### config.mk
export PLATFORM = sky130hd
export DESIGN_NAME = pc_predict
export DESIGN_NICKNAME = d
export VERILOG_FILES = /design/src/rtl/pc_predict.sv
export SDC_FILE = /design/constraint.sdc
export NUM_CORES = 2
export LEC_CHECK = 0
export ABC_AREA = 1
export BUFFER_PORTS_ARGS = -buffer_cell sky130_fd_sc_hd__buf_2
export CAP_MARGIN = 0
export CORE_MARGIN = 10
export CORE_UTILIZATION = 40
export DETAILED_ROUTE_END_ITERATION = 7
export MAX_ROUTING_LAYER = met4
export PLACE_DENSITY = 0.54
export SLEW_MARGIN = 20
export SYNTH_ARGS = -nofsm -noshare
export SYNTH_HDL_FRONTEND = slang
export SYNTH_SLANG_ARGS = --single-unit
### constraint.sdc
create_clock -name clock -period 7.57 [get_ports clock]
set_input_delay 0.3785 -clock clock [delete_from_list [all_inputs] [get_ports clock]]
set_output_delay 0.3785 -clock clock [all_outputs]
set_load 0.05 [all_outputs]
### src/rtl/pc_predict.sv
// Fetch PC stage with a direct-mapped BTB and 2-bit saturating predictors; next pc_o one cycle after each edge.
// stall0 holds pc_o, br overrides stall0, and training writes are independent of both.
module pc_predict #(
  parameter int                    ADDR_WIDTH = 32,
  parameter int                    BTB_DEPTH  = 16,
  parameter logic [ADDR_WIDTH-1:0] RESET_PC   = '0
) (
  input  logic                  clock,
  input  logic                  reset,
  input  logic                  stall0,
  input  logic                  br,
  input  logic [ADDR_WIDTH-1:0] br_addr,
  input  logic                  upd_valid,
  input  logic [ADDR_WIDTH-1:0] upd_pc,
  input  logic                  upd_taken,
  input  logic [ADDR_WIDTH-1:0] upd_target,
  output logic [ADDR_WIDTH-1:0] pc_o,
  output logic                  pred_taken_o,
  output logic [ADDR_WIDTH-1:0] pred_target_o
);

  localparam int IDX_W = $clog2(BTB_DEPTH);
  localparam int TAG_W = ADDR_WIDTH - IDX_W - 2;

  logic [ADDR_WIDTH-1:0] pc_q, pc_d;
  logic [BTB_DEPTH-1:0]  valid_q, valid_d;
  logic [TAG_W-1:0]      tag_q    [BTB_DEPTH];
  logic [TAG_W-1:0]      tag_d    [BTB_DEPTH];
  logic [ADDR_WIDTH-1:0] target_q [BTB_DEPTH];
  logic [ADDR_WIDTH-1:0] target_d [BTB_DEPTH];
  logic [1:0]            ctr_q    [BTB_DEPTH];
  logic [1:0]            ctr_d    [BTB_DEPTH];

  logic [IDX_W-1:0] lk_idx, up_idx;
  logic [TAG_W-1:0] lk_tag, up_tag;
  logic             lk_hit, up_hit;
  logic             unused_lsbs;

  assign lk_idx = pc_q[IDX_W+1:2];
  assign lk_tag = pc_q[ADDR_WIDTH-1:IDX_W+2];
  assign up_idx = upd_pc[IDX_W+1:2];
  assign up_tag = upd_pc[ADDR_WIDTH-1:IDX_W+2];
  assign unused_lsbs = ^upd_pc[1:0];

  // Lookup reads registered state only, so a same-cycle training write is not bypassed.
  assign lk_hit        = valid_q[lk_idx] && (tag_q[lk_idx] == lk_tag);
  assign up_hit        = valid_q[up_idx] && (tag_q[up_idx] == up_tag);
  assign pred_taken_o  = lk_hit && ctr_q[lk_idx][1];
  assign pred_target_o = pred_taken_o ? target_q[lk_idx] : pc_q + ADDR_WIDTH'(4);
  assign pc_o          = pc_q;

  always_comb begin
    pc_d = pc_q;
    if (br) begin
      pc_d = br_addr;
    end else if (!stall0) begin
      pc_d = pred_target_o;
    end
  end

  always_comb begin
    valid_d  = valid_q;
    tag_d    = tag_q;
    target_d = target_q;
    ctr_d    = ctr_q;
    if (upd_valid) begin
      if (up_hit) begin
        if (upd_taken) begin
          ctr_d[up_idx]    = (ctr_q[up_idx] == 2'b11) ? 2'b11 : ctr_q[up_idx] + 2'd1;
          target_d[up_idx] = upd_target;
        end else begin
          ctr_d[up_idx] = (ctr_q[up_idx] == 2'b00) ? 2'b00 : ctr_q[up_idx] - 2'd1;
        end
      end else if (upd_taken) begin
        // Allocation evicts whatever aliases to this index; starts weakly taken.
        valid_d[up_idx]  = 1'b1;
        tag_d[up_idx]    = up_tag;
        target_d[up_idx] = upd_target;
        ctr_d[up_idx]    = 2'b10;
      end
    end
  end

  always_ff @(posedge clock) begin
    if (!reset) begin
      pc_q    <= RESET_PC;
      valid_q <= '0;
      for (int i = 0; i < BTB_DEPTH; i++) begin
        tag_q[i]    <= '0;
        target_q[i] <= '0;
        ctr_q[i]    <= '0;
      end
    end else begin
      pc_q     <= pc_d;
      valid_q  <= valid_d;
      tag_q    <= tag_d;
      target_q <= target_d;
      ctr_q    <= ctr_d;
    end
  end

endmodule

Word-level counts from Yosys, hierarchy flattened
Index checks and enable logic that the tools add are counted.
{"block": "word_totals", "ff_bits": 1008, "input_bits": 102, "output_inout_bits": 65, "word_cells": 119}
{"block": "classes", "n_reduce_logical": 10, "n_eq_ne": 4, "magnitude_cmp": 6, "add_sub_neg": 3, "mux": 39, "bitwise": 7}
{"operator": "bitwise mux 512 bit", "count": 1}
{"operator": "bitwise mux 416 bit", "count": 1}
{"operator": "two-way mux 32 bit", "count": 9}
{"operator": "binary-select mux 26 bit (select 4 bit)", "count": 2}
{"operator": "two-way mux 26 bit", "count": 5}
{"operator": "binary-select mux 32 bit (select 4 bit)", "count": 1}
{"operator": "demux 32 bit (select 4 bit)", "count": 1}
{"operator": "demux 26 bit (select 4 bit)", "count": 1}
{"operator": "bitwise mux 32 bit", "count": 2}
{"operator": "equality test 26 bit", "count": 2}
{"operator": "adder 32 x 3 -> 32 bit, second input constant", "count": 1}
{"operator": "OR 16 bit", "count": 2}
{"operator": "bitwise AND 16 bit", "count": 1}
{"operator": "binary-select mux 2 bit (select 4 bit)", "count": 2}
{"operator": "inverter 16 bit", "count": 1}
{"operator": "two-way mux 2 bit", "count": 7}
{"operator": "greater-or-equal comparator 5 bit, second input constant", "count": 2}
{"operator": "less-than comparator 4 x 5 -> 1 bit, second input constant", "count": 2}
{"operator": "inverter 4 -> 5 bit", "count": 2}
{"operator": "binary-select mux 1 bit (select 4 bit)", "count": 2}
{"operator": "demux 2 bit (select 4 bit)", "count": 1}
{"operator": "logical AND 1 bit", "count": 5}
{"operator": "less-than comparator 5 x 1 -> 1 bit, second input constant", "count": 1}
{"operator": "demux 1 bit (select 4 bit)", "count": 1}
{"operator": "other kinds (11)", "count": 14}

Longest topological paths before layout
{"block": "logic_depth", "ltp_word": 10, "mapped_depth": 24}

Worst setup path before layout
No wires, ideal clock.
{"block": "synth_path", "path_type": "reg2out", "startpoint": "reg pc_q[2] (netlist: pc_o[2])", "endpoint": "out pred_target_o[11]", "path_buffers": 4, "path_stages_with_launch": 17, "slack_ps": 3635, "t_arrival_ps": 3557, "cell_sequence": "dfxtp_1 buf_2 buf_2 buf_2 buf_2 o211ai_1 nand3_1 nand3_1 nand2_1 nand2_1 nand2_1 nand2_1 nor2_1 nand3_1 nor2_1 nand2_1 and2_1"}
{"block": "synth_via", "elab_chain_len": 8}
{"element": "start: declaration", "line_no": "25", "source": "logic [ADDR_WIDTH-1:0] pc_q, pc_d;"}
{"element": "start signal: assignment", "line_no": "94", "source": "pc_q <= pc_d;"}
{"element": "inverter 4 -> 5 bit (not written as such)", "line_no": "46, 48"}
{"element": "binary-select mux 26 bit (select 4 bit)", "line_no": "46", "source": "assign lk_hit = valid_q[lk_idx] && (tag_q[lk_idx] == lk_tag);"}
{"element": "two-way mux 26 bit (not written as such) (2 in a row)", "line_no": "46"}
{"element": "equality test 26 bit", "line_no": "46"}
{"element": "logical AND 1 bit", "line_no": "46"}
{"element": "logical AND 1 bit (*)", "line_no": "48", "source": "assign pred_taken_o = lk_hit && ctr_q[lk_idx][1];"}
{"element": "named net pred_taken_o", "line_no": "18", "source": "output logic pred_taken_o,"}
{"element": "two-way mux 32 bit (*)", "line_no": "49", "source": "assign pred_target_o = pred_taken_o ? target_q[lk_idx] : pc_q + ADDR_WIDTH'(4);"}
{"element": "end: declaration", "line_no": "19", "source": "output logic [ADDR_WIDTH-1:0] pred_target_o"}
The timed path passes the listed nets; every way through them passes the cells marked *. The select of a mux whose other input is x is not followed.

Worst setup path in the final report
{"block": "layout_path", "startpoint": "reg pc_q[2] (netlist: pc_o[2])", "endpoint": "out pred_target_o[28]"}
{"block": "layout_via", "elab_chain_len": 8}
{"element": "inverter 4 -> 5 bit (not written as such)", "line_no": "46, 48, 49"}
{"element": "binary-select mux 26 bit (select 4 bit)", "line_no": "46"}
{"element": "two-way mux 26 bit (not written as such) (2 in a row)", "line_no": "46"}
{"element": "equality test 26 bit", "line_no": "46"}
{"element": "logical AND 1 bit", "line_no": "46"}
{"element": "logical AND 1 bit", "line_no": "48"}
{"element": "two-way mux 32 bit (*)", "line_no": "49"}
Mark *: on every way between the ends. The rest lies on a longest branch, timed or not. The select of a mux whose other input is x is not followed.

==> summary.md <==
| Metric | Value |
|---|---|
| CTS tree | `done` |
| Syn_nets | `8,124` |
| Critical Path End Type | `output pin` |
| Final setup viols | `0` |
| Final nets | `7,898` |
| First-pass GRT wire length | `309,000 um` |
| Total number of yosys warnings | `0` |
| IO Pins | `167` |
| Final WL | `210,000 um` |
| Drt wl/cell | `21.9 um` |
| Mapped Cells | `8,021` |
| Power Density | `225 mW/mm^2` |
| Most common cell after layout, fill and taps aside | `nand2_1` |
| Crit path arrival time | `5500 ps` |
| Total negative slack | `0 ps` |
| Critical Path Fanout Max | `180` |
| GR Overflow Total | `0` |
| Post-DP HPWL | `117,000 um` |
| Min cycle time layout | `5880 ps` |
| Die X | `379 um` |
| Seq cells post-synth | `1,008` |
| Run status | `complete, no violations` |
| Cell Area, Placed | `0.0527 mm^2` |
| Design area | `0.0573 mm^2` |
| Max_cap viols | `0` |
| Clk Latency, worst-skew pair | `780 ps` |
| Layout cells sized above 1 | `6.67%` |
| Clock sink count | `1,008` |
| Number of hold violations in the final report | `0` |
| Final std cells w/o fill | `9,578` |
| GP Congestion | `0.930` |
| Sequential area share after synthesis | `39.2%` |
| Num CTS Buffers | `115` |
| Clk buf depth | `3` |
| Largest net degree at the start of global routing | `242` |
| Vias per cell | `5.46` |
| Slew headroom | `19.9%` |
| Period utilisation layout | `77.6%` |
| Routed Antenna Nets | `0` |
| Total Die Area | `0.144 mm^2` |
| Vias in the first global route | `46,900` |
| Peak VDD IR | `0.192 mV` |
| Post_cts resized | `0` |
| Most frequent cells in the layout | `nand2_1, a21oi_1, o21ai_0, dfxtp_1, inv_1` |
| Die Ht | `379 um` |
| Antenna violations before repair | `31` |
| Leakage | `21.9 nW` |
| Initial Util | `40.3%` |
| Placed Instances | `9,282` |
| Worst Path Required | `7190 ps` |
| Number of remaining DRC errors | `0` |
| Via count | `52,300` |
| Post-layout power | `12.9 mW` |
| F_max | `0.170 GHz` |
| Synth Area per Inst | `6.42 um^2` |
| Core Rows | `131` |
| Startpoint Class | `flop` |
| Total GRT Usage | `28.9%` |
| Drt pass-1 iters | `6` |
| Post-Syn Area | `0.0515 mm^2` |
| Clock transition at path regs | `60 ps` |
| Distinct cells, synth | `36` |
| H-Tree Depth | `3` |
| HP Class | `in -> reg` |
| Max-slew violation count | `0` |
| Worst slew pin tran | `1190 ps` |
| RSZ-0062 raised after global routing | `no` |
| Clk_skew | `47.6 ps` |
| Area Growth Syn to Fin | `11.3%` |
| Core area | `0.128 mm^2` |
| Port buffer count | `164` |
| Root Buffer | `clkbuf_16` |
| DR iter-0 viols | `5,406` |
| Kind of critical path | `reg -> out` |
==> sequential cells by signal (all words and copies together), names as in the netlist <==
signal	cells
target_q	512
tag_q	416
ctr_q	32
pc_o	32
valid_q	16
==> critical path, cell delays in order, from the launching register on <==
cell and delay, ps:
dfxtp_4 860, buf_12 620, ha_1 300, inv_1 50, nor2_1 330, nand3_1 240
nor2_1 350, nand3_1 290, nor4_1 690, nand2_1 140, xor2_1 170, inv_1 60
nand2_1 70, and2_1 190, buf_2 280
==> per-stage QoR <==
step	setup slack, ps	hold slack (ps)	util, %
5_1_grt	1300	40.9	44.9
3_3_place_gp	2080	439	41.2
2_1_floorplan	3630	430	-
6_report	1690	42.8	44.9
4_1_cts	1780	9.30	44.8
3_5_place_dp	2060	443	41.3
==> logic make-up (layout without fill, tap and decap cells) <==
kind of cell | Yosys count | after routing | synth area share (%)
simple gates | 2905 | 2905 | 22.6
other cells | 0 | 25 | 0
buf+inv | 1515 | 1385 | 11.8
xor+xnor | 28 | 28 | 0.476
compound gates | 2564 | 2564 | 25.9
fa+ha+maj | 1 | 1 | 0.0243
flops | 1008 | 1008 | 39.2
==> Yosys cell counts (all sizes together) <==
cell     instances  share of area (%)
dfxtp         1008                 39
and2            29               0.35
o2111ai         16               0.27
nand4            4              0.049
buf            254                2.6
clkinv          11              0.080
o21ai         1084                 11
xnor2            1              0.017
inv            841                6.1
or2              1              0.012
a311oi          29               0.49
nand3          431                4.2
a21oi         1300                 13
nand2         2019                 15
nor4             6              0.073
nor2           396                2.9
nor3            15               0.15
o21bai           9               0.13
clkbuf         409                3.0
a22oi           16               0.23
a21boi          32               0.47
xor2            27               0.46
ha               1              0.024
a311o            3              0.058
o211ai          75                1.1
and3             4              0.049
==> report_power, final <==
group / switching, mW / internal (mW) / leakage (nW) / total, mW
clock network: 2.46 / 3.44 / 1.96 / 5.90
registers: 0.0615 / 5.38 / 8.14 / 5.44
logic: 1.14 / 0.390 / 11.8 / 1.53
total: 3.67 / 9.20 / 21.9 / 12.9
==> path summary, 6_finish.rpt <==
check        slack [ps]                 startpoint                         to  cells after the start
min                  40                 br_addr[8]       pc_o[8]$_SDFFE_PN0P_                      5
min reg2reg         450  target_q[87]$_SDFFE_PN0P_  target_q[87]$_SDFFE_PN0P_                      2
max                1690       pc_o[2]$_SDFFE_PN0P_          pred_target_o[28]                     14
max reg2reg        2950       pc_o[2]$_SDFFE_PN0P_      pc_o[26]$_SDFFE_PN0P_                     15
==> final cells by class <==
class / count / area, um^2
repair buffers: 320 / 2370
flip-flops and latches: 1008 / 20200
multi-input cells: 5498 / 25400
clock buffers: 180 / 3480
clock inverters: 33 / 489
well taps: 1662 / 2080
diodes: 25 / 62.6
inverters: 852 / 3230
fillers: 13500 / 70400
==> repair_timing <==
item                      4_1_cts  5_1_grt
setup buffers                   0        0
hold endpoints to repair      247        0
hold buffers                   58        0
==> per-layer routing <==
layer / GRT usage [%] / part of all wire (%) / up-vias
li1: - / - / 25600
met1: 36.5 / 42 / 24400
met2: 45.9 / 46 / 1899
met4: 12.6 / 4.6 / 0
met5: - / 0 / -
met3: 3.86 / 6.7 / 398
Power figures use the tool's default switching activity.
